`config.mk`:
```
export PLATFORM = sky130hd
export DESIGN_NAME = sprite_fetch_hit
export DESIGN_NICKNAME = d
export VERILOG_FILES = /design/src/rtl/sprite_fetch_hit.sv
export SDC_FILE = /design/constraint.sdc
export NUM_CORES = 1
export LEC_CHECK = 0
export CAP_MARGIN = 20
export CORE_UTILIZATION = 52
export CTS_CLUSTER_SIZE = 24
export DETAILED_ROUTE_END_ITERATION = 16
export PLACE_DENSITY = 0.81
export SYNTH_ARGS = -nofsm -noshare
export SYNTH_HDL_FRONTEND = slang
export SYNTH_SLANG_ARGS = --single-unit
```
`constraint.sdc`:
```
create_clock -name clk -period 6.7 [get_ports clk]
set_input_delay 1.005 -clock clk [delete_from_list [all_inputs] [get_ports clk]]
set_output_delay 1.005 -clock clk [all_outputs]
set_load 0.01 [all_outputs]
```
`src/rtl/sprite_fetch_hit.sv`:
```
// sprite_fetch_hit: per-frame sprite register snapshot (shadow -> active) and five-sprite pixel hit test.
// Define SPRITE_XWRAP_EN for horizontal tunnel wrap of the x coverage test.
module sprite_fetch_hit #(
  parameter int SPRITE_SIZE = 16,
  parameter int NUM_REGS = 17
) (
  input  logic       clk,
  input  logic       rst_n,
  input  logic       frame_start,
  output logic [5:0] reg_addr,
  input  logic [7:0] reg_data,
  input  logic [7:0] pix_x,
  input  logic [7:0] pix_y,
  output logic       hit,
  output logic [2:0] hit_id,
  output logic [1:0] hit_rot,
  output logic [3:0] hit_dx,
  output logic [3:0] hit_dy,
  output logic [7:0] map_x,
  output logic [7:0] map_y,
  output logic       busy,
  output logic       snapshot_valid
);
  typedef enum logic [1:0] {IDLE, FETCH, COMMIT} state_t;
  localparam logic [8:0] SZ = 9'(SPRITE_SIZE);
  localparam logic [4:0] LAST = 5'(NUM_REGS - 1);
  state_t state;
  logic [4:0] cnt;
  logic [7:0] shadow [NUM_REGS];
  logic [7:0] active [NUM_REGS];
  logic [4:0][8:0] ex, ey;
  logic [4:0] cov;
  logic [13:0] nxt;
  assign reg_addr = {1'b0, cnt};
  assign map_x = active[3];
  assign map_y = active[4];
  always_ff @(posedge clk or negedge rst_n)
    if (!rst_n) begin
      state <= IDLE;
      cnt <= '0;
      busy <= 1'b0;
      snapshot_valid <= 1'b0;
      for (int i = 0; i < NUM_REGS; i++) begin
        shadow[i] <= '0;
        active[i] <= '0;
      end
    end else begin
      case (state)
        IDLE: if (frame_start) begin
          state <= FETCH;
          busy <= 1'b1;
        end
        FETCH: begin
          shadow[cnt] <= reg_data;
          cnt <= cnt == LAST ? '0 : cnt + 5'd1;
          if (cnt == LAST) begin
            state <= COMMIT;
            busy <= 1'b0;
          end
        end
        default: begin
          active <= shadow;
          snapshot_valid <= 1'b1;
          state <= IDLE;
        end
      endcase
    end
  // sprite s owns regs base..base+2 (x, y, rot); regs 3/4 are the map scroll
  for (genvar s = 0; s < 5; s++) begin : g_spr
    localparam int B = s == 0 ? 0 : 3 * s + 2;
    assign ex[s] = {1'b0, pix_x} - {1'b0, active[B]};
    assign ey[s] = {1'b0, pix_y} - {1'b0, active[B+1]};
`ifdef SPRITE_XWRAP_EN
    assign cov[s] = {1'b0, ex[s][7:0]} < SZ && ey[s] < SZ;
`else
    assign cov[s] = ex[s] < SZ && ey[s] < SZ;
`endif
  end
  always_comb begin
    nxt = '0;
    for (int i = 4; i >= 0; i--)
      if (cov[i]) nxt = {1'b1, 3'(i), active[i == 0 ? 2 : 3 * i + 4][1:0], ex[i][3:0], ey[i][3:0]};
  end
  always_ff @(posedge clk or negedge rst_n)
    if (!rst_n) {hit, hit_id, hit_rot, hit_dx, hit_dy} <= '0;
    else {hit, hit_id, hit_rot, hit_dx, hit_dy} <= nxt;
endmodule

```
# Yosys cells after proc, flatten, opt, wreduce, memory -nomap -nowiden
# Cells that the tools add are included.
# classes
n_eq_ne	4
n_reduce_logical	11
bitwise_logic	1
n_mux	15
addsub	11
order_cmp	12
# ops
op	count
$bwmux W136	1
$lt A9 B5 Y1 const B	10
$sub A8 B8 Y9	10
$mux W14	5
$demux W8 S5	1
$mux W8	1
$ge A6 B6 Y1 const B	1
$logic_and A1 B1 Y1	6
$lt A6 B1 Y1 const B	1
$not A5 Y6	1
$add A5 B1 Y5 const B	1
$eq A5 B5 Y1 const B	1
$mux W5	1
$mux W2	2
$ne A2 B2 Y1 const B	2
$pmux W2 S2	1
$reduce_and A3 Y1	1
$eq A2 B1 Y1 const B	1
$logic_not A2 Y1	1
$mux W1	2
$pmux W1 S2	1
$reduce_and A2 Y1	1
$reduce_bool A2 Y1	1
$reduce_or A2 Y1	1
# totals
word_cells	97
output_inout_bits	38
regBits	265
inputBits	27

# Depth between registers and ports, before layout
# Gate-level depths: netlist of run 1.
# logic_depth
depth_word	8
mapped_depth	14

# Worst setup path before layout of run 1
# OpenSTA, ideal clock, no wires.
# synth_timing
path_kind	input-to-reg
startpoint	input pix_x[0]
endpoint	register hit_rot[0]
stages	13
slack_ns	2.783
setup_time_ns	0.125
path_buffers	1
required_ns	6.575
t_arrival_ns	3.792
path_cell_list	inv_1 -> ha_1 -> fa_1 -> nor2b_4 -> o21ai_2 -> nand2b_2 -> a211o_2 -> a31o_2 -> a21oi_1 -> or4_4 -> or4_4 -> buf_6 -> mux2_4
# synth_between
elab_chain_len	8
# synth_rtl
element	line	rtl
start: declaration	12	input logic [7:0] pix_x,
$sub A8 B8 Y9	71	assign ex[s] = {1'b0, pix_x} - {1'b0, active[B]};
$lt A9 B5 Y1	76	assign cov[s] = ex[s] < SZ && ey[s] < SZ;
$logic_and A1 B1 Y1	76	
$mux W14 (4 in a row)	82	if (cov[i]) nxt = {1'b1, 3'(i), active[i == 0 ? 2 : 3 * i + 4][1:0], ex[i][3:0], ey[i][3:0]};
$mux W14 (*)	82	
named net nxt[8]	33	logic [13:0] nxt;
end signal: assignment	86	else {hit, hit_id, hit_rot, hit_dx, hit_dy} <= nxt;
end: declaration	16	output logic [1:0] hit_rot,
# The timed path passes the listed nets; every way through them passes the cells marked *.
# A chain may end at the register's enable or synchronous reset.

# Final worst setup path of run 1
# layout_timing
startpoint	input pix_x[1]
endpoint	register hit_rot[1]
# Same word-level chain as after synthesis.

==> load_flow_metrics.sql, run 1 <==
INSERT INTO impl_metrics (metric_group, metric, value, unit) VALUES
('floorplan', 'dieWidth', '158', 'um'),
('synthesis', 'yosys-top-cells-area', 'sky130_fd_sc_hd__dfrtp_1 (46%), sky130_fd_sc_hd__mux2_2 (12%), sky130_fd_sc_hd__ha_1 (8.5%)', ''),
('critical_path', 'reg2reg_slack', '3110', 'ps'),
('sta', 'fin_hold_ws', '472', 'ps'),
('grt', 'grt_first_pass_wirelength', '48800', 'um'),
('route', 'drtPass1Iterations', '7', ''),
('grt', 'grt_antenna_before_repair', '0', ''),
('grt', 'grt_pass1_vias', '9082', ''),
('finish', 'fill_cells', '1915', ''),
('route', 'drt_wl_total', '30600', 'um'),
('synthesis', 'synthCells', '1198', ''),
('cts', 'clkSlewWorstSetupHoldPaths', '70', 'ps'),
('floorplan', 'floorplan.core_area', '23800', 'um2'),
('hold_path', 'worstHoldPathType', 'flip-flop to flip-flop', ''),
('critical_path', 'worst_reg2reg_endpoint', 'hit_rot[1]', ''),
('cts', 'ctsRootBufferMaster', 'sky130_fd_sc_hd__clkbuf_16', ''),
('critical_path', 'crit_arrival', '4930', 'ps'),
('finish', 'area.growth.synth_to_final', '12.6', '%'),
('cts', 'post-cts-setup-buffer-count', '0', ''),
('cts', 'maximum_root_to_sink_buffer_count', '3', ''),
('finish', 'finalNetCount', '1355', ''),
('sta', 'tightestPinTransition', '1000', 'ps'),
('place', 'place_area', '13500', 'um2'),
('floorplan', 'floorplan.die.height', '158', 'um'),
('grt', 'grt_use_total', '25.6', '%'),
('synthesis', 'synth_top_cells_by_count', 'sky130_fd_sc_hd__dfrtp_1 (235), sky130_fd_sc_hd__mux2_2 (140), sky130_fd_sc_hd__o21ai_0 (118), sky130_fd_sc_hd__nand2_1 (105), sky130_fd_sc_hd__inv_1 (100)', ''),
('synthesis', 'yosys_register_bits', '235', ''),
('sta', 'clock_skew', '17.3', 'ps'),
('route', 'drc', '0', ''),
('job', 'maxCapViolCount', '0', ''),
('sta', 'slew-limit-headroom', '33.1', '%'),
('finish', 'n_antenna_cell', '0', ''),
('synthesis', 'synth_seq_area_share', '46.3', '%'),
('critical_path', 'setup.worst_path.end', 'hit_rot[1]', ''),
('synthesis', 'yosysMostFrequentCell', 'sky130_fd_sc_hd__dfrtp_1', ''),
('cts', 'ctsResizeCount', '0', ''),
('power_and_ir_drop', 'cellPowerDensity', '425', 'nW/um2'),
('route', 'via_per_inst', '5.82', ''),
('synthesis', 'synth_enable_flop_cells', '0', ''),
('sta', 'fin_tns_setup', '0', 'ps'),
('sta', 'max_clock_freq', '0.224', 'GHz'),
('cts', 'tritoncts', 'yes', ''),
('critical_path', 'type_of_element_launching_the_critical_path', 'input port', ''),
('synthesis', 'syn_nets', '1321', ''),
('place', 'place.gp.congestion', '1.01', ''),
('synthesis', 'yosys_cell_types', '75', ''),
('synthesis', 'synth.largest_area_cell', 'sky130_fd_sc_hd__dfrtp_1', ''),
('synthesis', 'synth_flop_cell', 'sky130_fd_sc_hd__dfrtp_1', ''),
('sta', 'slew_viol_final', '0', ''),
('finish', 'stdcell_area', '14300', 'um2'),
('floorplan', 'rows', '56', ''),
('critical_path', 'setup.worst_path.class', 'input port to flip-flop', ''),
('route', 'detail_route.iter0.violations', '604', ''),
('status', 'run_status', 'complete, no violations', ''),
('critical_path', 'worst_setup_path_end_kind', 'flip-flop', ''),
('route', 'route.vias.total', '9139', ''),
('critical_path', 'crit_fanout', '12', ''),
('synthesis', 'ys_async_sr_fraction', '100', '%'),
('critical_path', 'critical_path_required', '7170', 'ps'),
('floorplan', 'pin_count', '65', ''),
('power_and_ir_drop', 'leakagePower', '6.27', 'nW'),
('synthesis', 'synthesis.yosys.warnings', '0', ''),
('sta', 'period_minus_slack', '4460', 'ps'),
('grt', 'grt_overflow', '0', ''),
('synthesis', 'synth_area', '12700', 'um2'),
('cts', 'clkSinkCount', '235', ''),
('floorplan', 'start_util', '53.5', '%'),
('place', 'port_buffers', '63', ''),
('critical_path', 'timing.reg2reg.worst_path_depth', '11', ''),
('sta', 'grt_setup_unrepaired', 'false', ''),
('place', 'place.detailed.hpwl', '21500', 'um');
==> critical path, stage by stage <==
cell and delay [ps]:
sky130_fd_sc_hd__clkdlybuf4s50_1 670, sky130_fd_sc_hd__inv_1 260, sky130_fd_sc_hd__fa_1 500, sky130_fd_sc_hd__nand2b_1 180, sky130_fd_sc_hd__a211oi_1 350, sky130_fd_sc_hd__mux2i_1 260, sky130_fd_sc_hd__o32ai_1 110, sky130_fd_sc_hd__nor3_1 200
sky130_fd_sc_hd__nand3_1 440, sky130_fd_sc_hd__or4_1 640, sky130_fd_sc_hd__a21oi_1 160, sky130_fd_sc_hd__mux2_4 150
==> flip-flops by register name, indices dropped and copies added (netlist names), 2 cells and up <==
| name | cells |
|---|---|
| active | 90 |
| cnt | 5 |
| hit_dx | 4 |
| hit_dy | 4 |
| hit_id | 3 |
| hit_rot | 2 |
| map_x | 8 |
| map_y | 8 |
| shadow | 106 |
| state | 2 |
==> placed cells by master (no fill, tap or decap), types with 17 or more instances in the layout <==
master,n
sky130_fd_sc_hd__dfrtp_1,234
sky130_fd_sc_hd__nand2_1,105
sky130_fd_sc_hd__inv_1,100
sky130_fd_sc_hd__nor3_1,17
sky130_fd_sc_hd__a21oi_1,38
sky130_fd_sc_hd__clkdlybuf4s50_1,62
sky130_fd_sc_hd__nand3_1,18
sky130_fd_sc_hd__mux2_2,140
sky130_fd_sc_hd__nand2b_1,17
sky130_fd_sc_hd__ha_1,86
sky130_fd_sc_hd__clkbuf_16,25
sky130_fd_sc_hd__nor2_1,44
sky130_fd_sc_hd__o21ai_0,118
sky130_fd_sc_hd__xnor2_1,20
==> worst min-delay path by stage <==
stage | startpoint | to | slack [ps] | depth (start not counted)
6_report | shadow[131] | active[131] | 470 | 2
5_1_grt | snapshot_valid | snapshot_valid | 490 | 1
4_1_cts | snapshot_valid | snapshot_valid | 470 | 1
3_5_place_dp | snapshot_valid | snapshot_valid | 450 | 1
3_3_place_gp | snapshot_valid | snapshot_valid | 450 | 1
2_1_floorplan | shadow[0] | active[0] | 450 | 2
==> cell families after synthesis <==
family                   count (synthesis)  synth area share [%]
AND/OR/NAND/NOR                        273                  10.7
AO/OA/AOI/OAI                          247                  11.9
flip-flops                             235                  46.3
buffers and inverters                  162                  5.37
multiplexers                           155                  13.7
adder cells (fa/ha/maj)                 96                  10.0
XOR/XNOR                                29                  2.00
other                                    1                0.0295
==> per-stage QoR <==
step                setup slack [ps]  instances  power (mW)  util [%]
global route                    2040       1569        6.49      60.2
global placement                1810       1523        4.60      56.8
floorplan                       2780       1198        4.03         -
finish                          2240       1569        6.08      60.2
CTS                             2110       1568        6.09      60.2
detailed placement              1550       1523        4.70      56.8
==> routing by layer <==
metal  GRT usage (%)  wire length, um  vias to the layer above
met4            11.7             1440                        0
met1            33.3            13100                     4462
met5               0                0                        -
li1                -                -                     4249
met3            4.33             1940                       92
met2            42.0            14200                      336
==> final cells by class <==
type / instances / area (um2) / share of cell area [%]
Timing Repair Buffer: 69 / 684 / 4.78
Clock inverter: 8 / 96.3 / 0.673
Tap cell: 319 / 399 / 2.79
Clock buffer: 37 / 711 / 4.97
Sequential cell: 235 / 5880 / 41.1
Inverter: 100 / 375 / 2.62
Multi-Input combinational cell: 801 / 6150 / 43.0
==> report_power, final <==
group	internal, mW	switching (mW)
clock network	0.810	0.555
registers	2.01	0.317
logic	1.16	1.24
Note: power is estimated with default switching activity, not from simulation.
==> run 2, diff against run 1 <==
--- a/config.mk
+++ b/config.mk
@@ -9,7 +9,7 @@
 export CORE_UTILIZATION = 52
 export CTS_CLUSTER_SIZE = 24
 export DETAILED_ROUTE_END_ITERATION = 16
-export PLACE_DENSITY = 0.81
+export PLACE_DENSITY = 0.83
 export SYNTH_ARGS = -nofsm -noshare
 export SYNTH_HDL_FRONTEND = slang
 export SYNTH_SLANG_ARGS = --single-unit
==> constraint.sdc (replaced) <==
create_clock -name clk -period 3.7 [get_ports clk]
set_input_delay 0.555 -clock clk [delete_from_list [all_inputs] [get_ports clk]]
set_output_delay 0.555 -clock clk [all_outputs]
set_load 0.01 [all_outputs]
==> run 2 against run 1 <==
  * The flow now finishes with violations (hold timing)
  * Clock skew hardly changed
  * Largest cell class unchanged
  * Worst setup slack got worse by 2100 ps
  * Sequential power rose by 80%
  * Worst hold slack worse by 470 ps
  * Combinational power is 93% higher
  * Largest power group unchanged
  * Cell count increased by 4.1%
  * Sequential share of layout area decreased by 1.6 points
==> load_flow_metrics.sql, run 2 (same netlist as run 1, synthesis figures left out) <==
INSERT INTO impl_metrics (metric_group, metric, value, unit) VALUES
('sta', 'clock_skew', '17.2', 'ps'),
('floorplan', 'start_util', '53.5', '%'),
('status', 'run_status', 'finished, violations left', ''),
('critical_path', 'cp_slowest_stage_delay', '530', 'ps'),
('sta', 'number_of_hold_violations_in_the_final_report', '1', ''),
('route', 'detail_route.iter0.violations', '560', ''),
('cts', 'worstSkewPairLatency', '550', 'ps'),
('floorplan', 'pin_count', '65', ''),
('finish', 'finalNetCount', '1418', ''),
('finish', 'layout.cells.most_common', 'sky130_fd_sc_hd__dfrtp_1', ''),
('job', 'maxCapViolCount', '0', ''),
('cts', 'ctsRootBufferMaster', 'sky130_fd_sc_hd__clkbuf_16', ''),
('grt', 'grt_first_pass_wirelength', '51000', 'um'),
('hold_path', 'worstHoldPathType', 'input port to async pin', ''),
('sta', 'timing.final.ws_setup', '168', 'ps'),
('route', 'drc', '0', ''),
('grt', 'grt_use_total', '26.9', '%'),
('place', 'dp.cells', '1586', ''),
('place', 'place.detailed.hpwl', '22900', 'um'),
('finish', 'fraction_of_layout_cells_with_a_size_suffix_above_1', '21.3', '%'),
('sta', 'period_minus_slack', '3530', 'ps'),
('route', 'via_per_inst', '5.75', ''),
('route', 'routed-wl-met3', '2360', 'um'),
('finish', 'sequential_cell_area', '5880', 'um2'),
('critical_path', 'reg2reg_from', 'active[80]', ''),
('place', 'place.gp.congestion', '0.925', ''),
('power_and_ir_drop', 'worst_voltage_drop_across_the_vdd_grid', '0.548', 'mV'),
('sta', 'grt_setup_unrepaired', 'false', ''),
('cts', 'cts_max_level', '1', ''),
('route', 'wl_per_cell', '19.7', 'um'),
('sta', 'max_clock_freq', '0.283', 'GHz'),
('grt', 'grt_start_max_net_pins', '93', ''),
('finish', 'fill_cells', '1838', ''),
('place', 'port_buffers', '63', ''),
('cts', 'maximum_root_to_sink_buffer_count', '3', ''),
('route', 'drtPass1Iterations', '5', ''),
('critical_path', 'timing.critical_path.cells', 'clkdlybuf4s50_1, inv_1, buf_4, ha_1, fa_1, nand2b_1, buf_4, a21o_1, a211oi_1, a21oi_1, and4_1, buf_4, or4_1, a21oi_1, mux2_4', ''),
('grt', 'grt_overflow', '0', ''),
('floorplan', 'floorplan.core_area', '23800', 'um2'),
('finish', 'largest_reg_flops', '106', ''),
('route', 'drt_wl_total', '32200', 'um'),
('critical_path', 'crit_fanout', '5', ''),
('route', 'ant_nets', '0', ''),
('floorplan', 'rows', '56', ''),
('power_and_ir_drop', 'leakagePower', '6.63', 'nW'),
('power_and_ir_drop', 'cellPowerDensity', '769', 'nW/um2'),
('sta', 'slew_viol_final', '0', ''),
('sta', 'layout_worst_path_cycle_share', '95.5', '%'),
('critical_path', 'critical_path_required', '4190', 'ps'),
('critical_path', 'worst_path_most_repeated_cell', 'sky130_fd_sc_hd__buf_4', ''),
('cts', 'numCtsBuffers', '26', ''),
('critical_path', 'timing.reg2reg.worst_path_depth', '13', ''),
('finish', 'multi_input_gate_area_in_the_final_layout', '6170', 'um2'),
('sta', 'setup_violations_final', '0', ''),
('critical_path', 'crit_arrival', '4020', 'ps'),
('finish', 'layoutNonFillerInstCount', '1634', ''),
('floorplan', 'dieWidth', '158', 'um'),
('cts', 'tritoncts', 'yes', ''),
('sta', 'fin_tns_setup', '0', 'ps'),
('floorplan', 'floorplan.die.height', '158', 'um'),
('critical_path', 'reg2reg_slack', '380', 'ps'),
('finish', 'area.growth.synth_to_final', '17.3', '%'),
('critical_path', 'worst_setup_path_end_kind', 'flip-flop', ''),
('finish', 'top_registers', 'shadow (106), active (90)', ''),
('grt', 'grt_antenna_before_repair', '0', ''),
('place', 'placement.setup.worst_slack', '-352', 'ps'),
('critical_path', 'worst_reg2reg_endpoint', 'hit_dx[2]', ''),
('critical_path', 'crit_path_top_delay_cell', 'sky130_fd_sc_hd__clkdlybuf4s50_1', ''),
('critical_path', 'setup.worst_path.class', 'input port to flip-flop', ''),
('cts', 'clkSinkCount', '235', ''),
('floorplan', 'floorplan.die_area', '25100', 'um2'),
('grt', 'grt_pass1_vias', '9575', ''),
('finish', 'mostFrequentLayoutCells', 'sky130_fd_sc_hd__dfrtp_1 (234), sky130_fd_sc_hd__mux2_2 (140), sky130_fd_sc_hd__o21ai_0 (118), sky130_fd_sc_hd__nand2_1 (105), sky130_fd_sc_hd__inv_1 (100)', ''),
('route', 'route.vias.total', '9392', ''),
('critical_path', 'type_of_element_launching_the_critical_path', 'input port', ''),
('finish', 'n_antenna_cell', '0', ''),
('route', 'route.top_layer_used', 'met4', ''),
('route', 'met2_wirelength', '14800', 'um'),
('sta', 'slew-limit-headroom', '32.6', '%'),
('status', 'failed_checks', 'hold timing', ''),
('finish', 'largest_register', 'shadow', ''),
('cts', 'clkSlewWorstSetupHoldPaths', '60', 'ps'),
('sta', 'tightestPinTransition', '1010', 'ps'),
('sta', 'fin_hold_ws', '-1.91', 'ps'),
('route', 'met1_length', '13100', 'um');
-- run 2: cell types whose count changed in the layout (fill, tap and decap cells not counted), sizes merged --
| cell | before | now |
|---|---|---|
| buf | 7 | 69 |
| clkinv | 4 | 7 |
| clkinvlp | 1 | 2 |
| inv | 101 | 100 |
-- run 2: worst max-delay path by stage --
| stage | cells after the start | slack [ps] | startpoint | endpoint |
|---|---|---|---|---|
| CTS | 15 | 170 | pix_x[0] | hit_dy[1] |
| floorplan | 13 | 230 | pix_x[0] | hit_rot[0] |
| global placement | 13 | -310 | pix_x[0] | hit_rot[1] |
| global route | 15 | 10 | pix_x[0] | hit_rot[0] |
| detailed placement | 13 | -350 | pix_x[0] | hit_rot[1] |
| finish | 15 | 170 | pix_x[0] | hit_rot[1] |
-- run 2: stage by stage --
step	util (%)	power, mW	instance area, um2
after CTS	62.6	11.5	14900
after floorplan	-	7.29	12700
after detailed placement	58.9	8.75	14000
final	62.7	11.5	14900
after global placement	58.9	8.52	14000
after global routing	62.7	12.2	14900
-- run 2: worst max-delay path, delay by kind of cell --
| kind | cells | cell delay (ps) |
|---|---|---|
| AND/OR/NAND/NOR | 3 | 800 |
| multiplexers | 1 | 170 |
| AO/OA/AOI/OAI | 4 | 700 |
| buffers and inverters | 5 | 1150 |
| adder cells (fa/ha/maj) | 2 | 650 |
-- run 2: timing repair --
action	4_1_cts	5_1_grt
buffers inserted	0	0
gates resized for setup	0	5
hold buffers	0	0
endpoints found under the setup margin	0	2
hold endpoints to repair	0	0
-- run 2: routing by layer --
| layer | global-route usage (%) | vias up |
|---|---|---|
| met2 | 43.2 | 319 |
| met4 | 15.1 | 0 |
| met5 | 0 | - |
| li1 | - | 4376 |
| met3 | 6.02 | 114 |
| met1 | 33.6 | 4583 |
-- run 2: area by class of cell --
class | count | share of cell area [%]
Clock buffer | 37 | 5.11
Clock inverter | 11 | 0.814
Inverter | 100 | 2.52
Sequential cell | 235 | 39.5
Timing Repair Buffer | 131 | 7.97
Multi-Input combinational cell | 801 | 41.4
Tap cell | 319 | 2.68
-- run 2: where the power goes --
| group | internal [mW] | leakage (nW) | total [mW] | switching [mW] |
|---|---|---|---|---|
| combinational | 2.27 | 3.21 | 4.61 | 2.33 |
| clock | 1.57 | 0.434 | 2.64 | 1.07 |
| sequential | 3.64 | 2.98 | 4.20 | 0.567 |
| total | 7.48 | 6.63 | 11.5 | 3.97 |
==> run 3, diff against run 2 <==
--- a/config.mk
+++ b/config.mk
@@ -6,6 +6,7 @@
 export NUM_CORES = 1
 export LEC_CHECK = 0
 export CAP_MARGIN = 20
+export CORE_MARGIN = 2
 export CORE_UTILIZATION = 52
 export CTS_CLUSTER_SIZE = 24
 export DETAILED_ROUTE_END_ITERATION = 16
==> run 3 against run 2 <==
  * The flow now finishes without violations
  * Largest power group unchanged
  * Sequential power barely moved
  * Final area is 0.14% higher
  * Fmax is 0.54% lower
  * Sequential share of layout area is 0.056 points lower
  * Highest routed layer unchanged
  * Wire length decreased by 0.59%
  * First-iteration DRC count down 1.3%
  * Register-to-register slack better by 90 ps
==> load_flow_metrics.sql, run 3 (same netlist as run 1, synthesis figures left out) <==
INSERT INTO impl_metrics (metric_group, metric, value, unit) VALUES
('floorplan', 'floorplan.die_area', '25700', 'um2'),
('route', 'drt_wl_total', '32000', 'um'),
('sta', 'setup_violations_final', '0', ''),
('sta', 'layout_worst_path_cycle_share', '96.0', '%'),
('grt', 'grt_start_max_net_pins', '115', ''),
('finish', 'n_antenna_cell', '0', ''),
('route', 'wl_per_cell', '19.4', 'um'),
('place', 'placement.setup.worst_slack', '-359', 'ps'),
('route', 'drtPass1Iterations', '5', ''),
('critical_path', 'worst_setup_path_end_kind', 'flip-flop', ''),
('critical_path', 'worst_reg2reg_endpoint', 'hit_dy[0]', ''),
('floorplan', 'floorplan.die.height', '160', 'um'),
('power_and_ir_drop', 'sw_frac_of_total', '34.6', '%'),
('place', 'place.gp.congestion', '1.00', ''),
('finish', 'utilization', '61.7', '%'),
('critical_path', 'crit_arrival', '3990', 'ps'),
('cts', 'clkSinkCount', '235', ''),
('critical_path', 'setup.worst_path.class', 'input port to flip-flop', ''),
('route', 'detail_route.iter0.violations', '553', ''),
('sta', 'period_minus_slack', '3550', 'ps'),
('finish', 'finalNetCount', '1428', ''),
('critical_path', 'crit_startpoint', 'pix_x[0]', ''),
('finish', 'mostFrequentLayoutCells', 'sky130_fd_sc_hd__dfrtp_1 (234), sky130_fd_sc_hd__mux2_2 (140), sky130_fd_sc_hd__o21ai_0 (118), sky130_fd_sc_hd__nand2_1 (105), sky130_fd_sc_hd__inv_1 (100)', ''),
('finish', 'largest_register', 'shadow', ''),
('critical_path', 'crit_fanout', '8', ''),
('route', 'route.vias.total', '9451', ''),
('job', 'maxCapViolCount', '0', ''),
('floorplan', 'pin_count', '65', ''),
('cts', 'post-cts-setup-buffer-count', '0', ''),
('sta', 'tightestPinTransition', '994', 'ps'),
('sta', 'fin_hold_ws', '96.0', 'ps'),
('grt', 'grt_first_pass_wirelength', '51300', 'um'),
('sta', 'grt_setup_unrepaired', 'false', ''),
('power_and_ir_drop', 'clockPowerShare', '22.6', '%'),
('status', 'run_status', 'complete, no violations', ''),
('route', 'ant_nets', '0', ''),
('sta', 'fin_tns_setup', '0', 'ps'),
('floorplan', 'dieWidth', '160', 'um'),
('route', 'drc', '0', ''),
('power_and_ir_drop', 'power.switching', '3.93', 'mW'),
('sta', 'timing.final.ws_setup', '148', 'ps'),
('finish', 'layout.cells.most_common', 'sky130_fd_sc_hd__dfrtp_1', ''),
('finish', 'area.growth.synth_to_final', '17.4', '%'),
('critical_path', 'reg2reg_from', 'active[80]', ''),
('power_and_ir_drop', 'power', '11.4', 'mW'),
('place', 'place.detailed.hpwl', '23100', 'um'),
('finish', 'fraction_of_layout_cells_with_a_size_suffix_above_1', '21.8', '%'),
('grt', 'grt_antenna_before_repair', '0', ''),
('cts', 'worstSkewPairLatency', '540', 'ps'),
('cts', 'ctsResizeCount', '0', ''),
('finish', 'largest_reg_flops', '106', ''),
('floorplan', 'floorplan.core_area', '24200', 'um2'),
('sta', 'number_of_hold_violations_in_the_final_report', '0', ''),
('power_and_ir_drop', 'internal_power', '7.43', 'mW'),
('critical_path', 'reg2reg_slack', '470', 'ps'),
('cts', 'maximum_root_to_sink_buffer_count', '3', ''),
('grt', 'grt_use_total', '25.2', '%'),
('floorplan', 'rows', '57', ''),
('critical_path', 'type_of_element_launching_the_critical_path', 'input port', ''),
('critical_path', 'setup.worst_path.end', 'hit_dy[0]', ''),
('grt', 'grt_overflow', '0', ''),
('cts', 'tritoncts', 'yes', ''),
('critical_path', 'timing.reg2reg.worst_path_depth', '14', ''),
('cts', 'cts_max_level', '1', ''),
('grt', 'grt_pass1_vias', '9543', ''),
('cts', 'ctsRootBufferMaster', 'sky130_fd_sc_hd__clkbuf_16', ''),
('cts', 'clkSlewWorstSetupHoldPaths', '60', 'ps'),
('cts', 'postCtsHoldBufs', '0', ''),
('sta', 'clock_skew', '20.3', 'ps'),
('route', 'via_per_inst', '5.74', ''),
('power_and_ir_drop', 'cellPowerDensity', '761', 'nW/um2'),
('finish', 'top_registers', 'shadow (106), active (90)', ''),
('power_and_ir_drop', 'leakagePower', '6.66', 'nW'),
('power_and_ir_drop', 'worst_voltage_drop_across_the_vdd_grid', '0.576', 'mV'),
('sta', 'slew-limit-headroom', '33.5', '%'),
('critical_path', 'critical_path_required', '4140', 'ps'),
('sta', 'max_clock_freq', '0.282', 'GHz'),
('power_and_ir_drop', 'comb_power_share', '40.4', '%'),
('place', 'port_buffers', '63', ''),
('hold_path', 'worstHoldPathType', 'input port to async pin', ''),
('sta', 'slew_viol_final', '0', ''),
('floorplan', 'start_util', '52.6', '%'),
('cts', 'numCtsBuffers', '25', ''),
('power_and_ir_drop', 'pwr-share-seq', '37.0', '%');
[run 3: worst min-delay path by stage]
stage,start,slack [ps],to,cells past startpoint
floorplan,rst_n,260,active[0],0
global placement,shadow[122],460,active[122],2
detailed placement,snapshot_valid,450,snapshot_valid,1
CTS,rst_n,130,active[86],1
global route,rst_n,130,active[14],1
finish,rst_n,100,busy,1
[run 3: stage by stage]
| stage | instance area (um2) | cells |
|---|---|---|
| 2_1_floorplan | 12700 | 1198 |
| 6_report | 14900 | 1647 |
| 4_1_cts | 14900 | 1647 |
| 3_3_place_gp | 14100 | 1602 |
| 3_5_place_dp | 14100 | 1602 |
| 5_1_grt | 14900 | 1647 |
[run 3: power groups by stage]
stage	Sequential, mW	Combinational [mW]	Clock (mW)
finish	4.20	4.59	2.56
global route	4.31	5.04	2.72
CTS	4.19	4.56	2.61
detailed placement	4.23	4.50	0
global placement	4.16	4.36	0
floorplan	4.04	3.25	0
[run 3: final cells by class]
cell class,count,area [um2]
Clock buffer,35,733
Timing Repair Buffer,142,1240
Tap cell,324,405
Sequential cell,235,5880
Multi-Input combinational cell,801,6170
Fill cell,1898,9250
Inverter,100,375
Clock inverter,10,113
[run 3: routing by layer]
| metal | part of all wire [%] | vias up | track usage (%) |
|---|---|---|---|
| li1 | - | 4397 | - |
| met1 | 43 | 4663 | 33.8 |
| met2 | 47 | 312 | 41.8 |
| met3 | 6.3 | 79 | 4.39 |
| met4 | 3.3 | 0 | 8.11 |
| met5 | 0 | - | 0 |
[run 3: worst max-delay path, stage by stage]
cell                              delay [ps]
sky130_fd_sc_hd__clkdlybuf4s50_1         520
sky130_fd_sc_hd__inv_1                   120
sky130_fd_sc_hd__buf_4                   160
sky130_fd_sc_hd__ha_1                    200
sky130_fd_sc_hd__fa_1                    380
sky130_fd_sc_hd__nand2b_1                190
sky130_fd_sc_hd__a211oi_2                180
sky130_fd_sc_hd__buf_4                   140
sky130_fd_sc_hd__mux2i_1                 180
sky130_fd_sc_hd__o32ai_1                 110
sky130_fd_sc_hd__nor3_1                  160
sky130_fd_sc_hd__nand3_1                 170
sky130_fd_sc_hd__buf_4                   190
sky130_fd_sc_hd__buf_4                   160
sky130_fd_sc_hd__nor4_1                  260
sky130_fd_sc_hd__o21ai_0                 140
sky130_fd_sc_hd__mux2i_1                 180
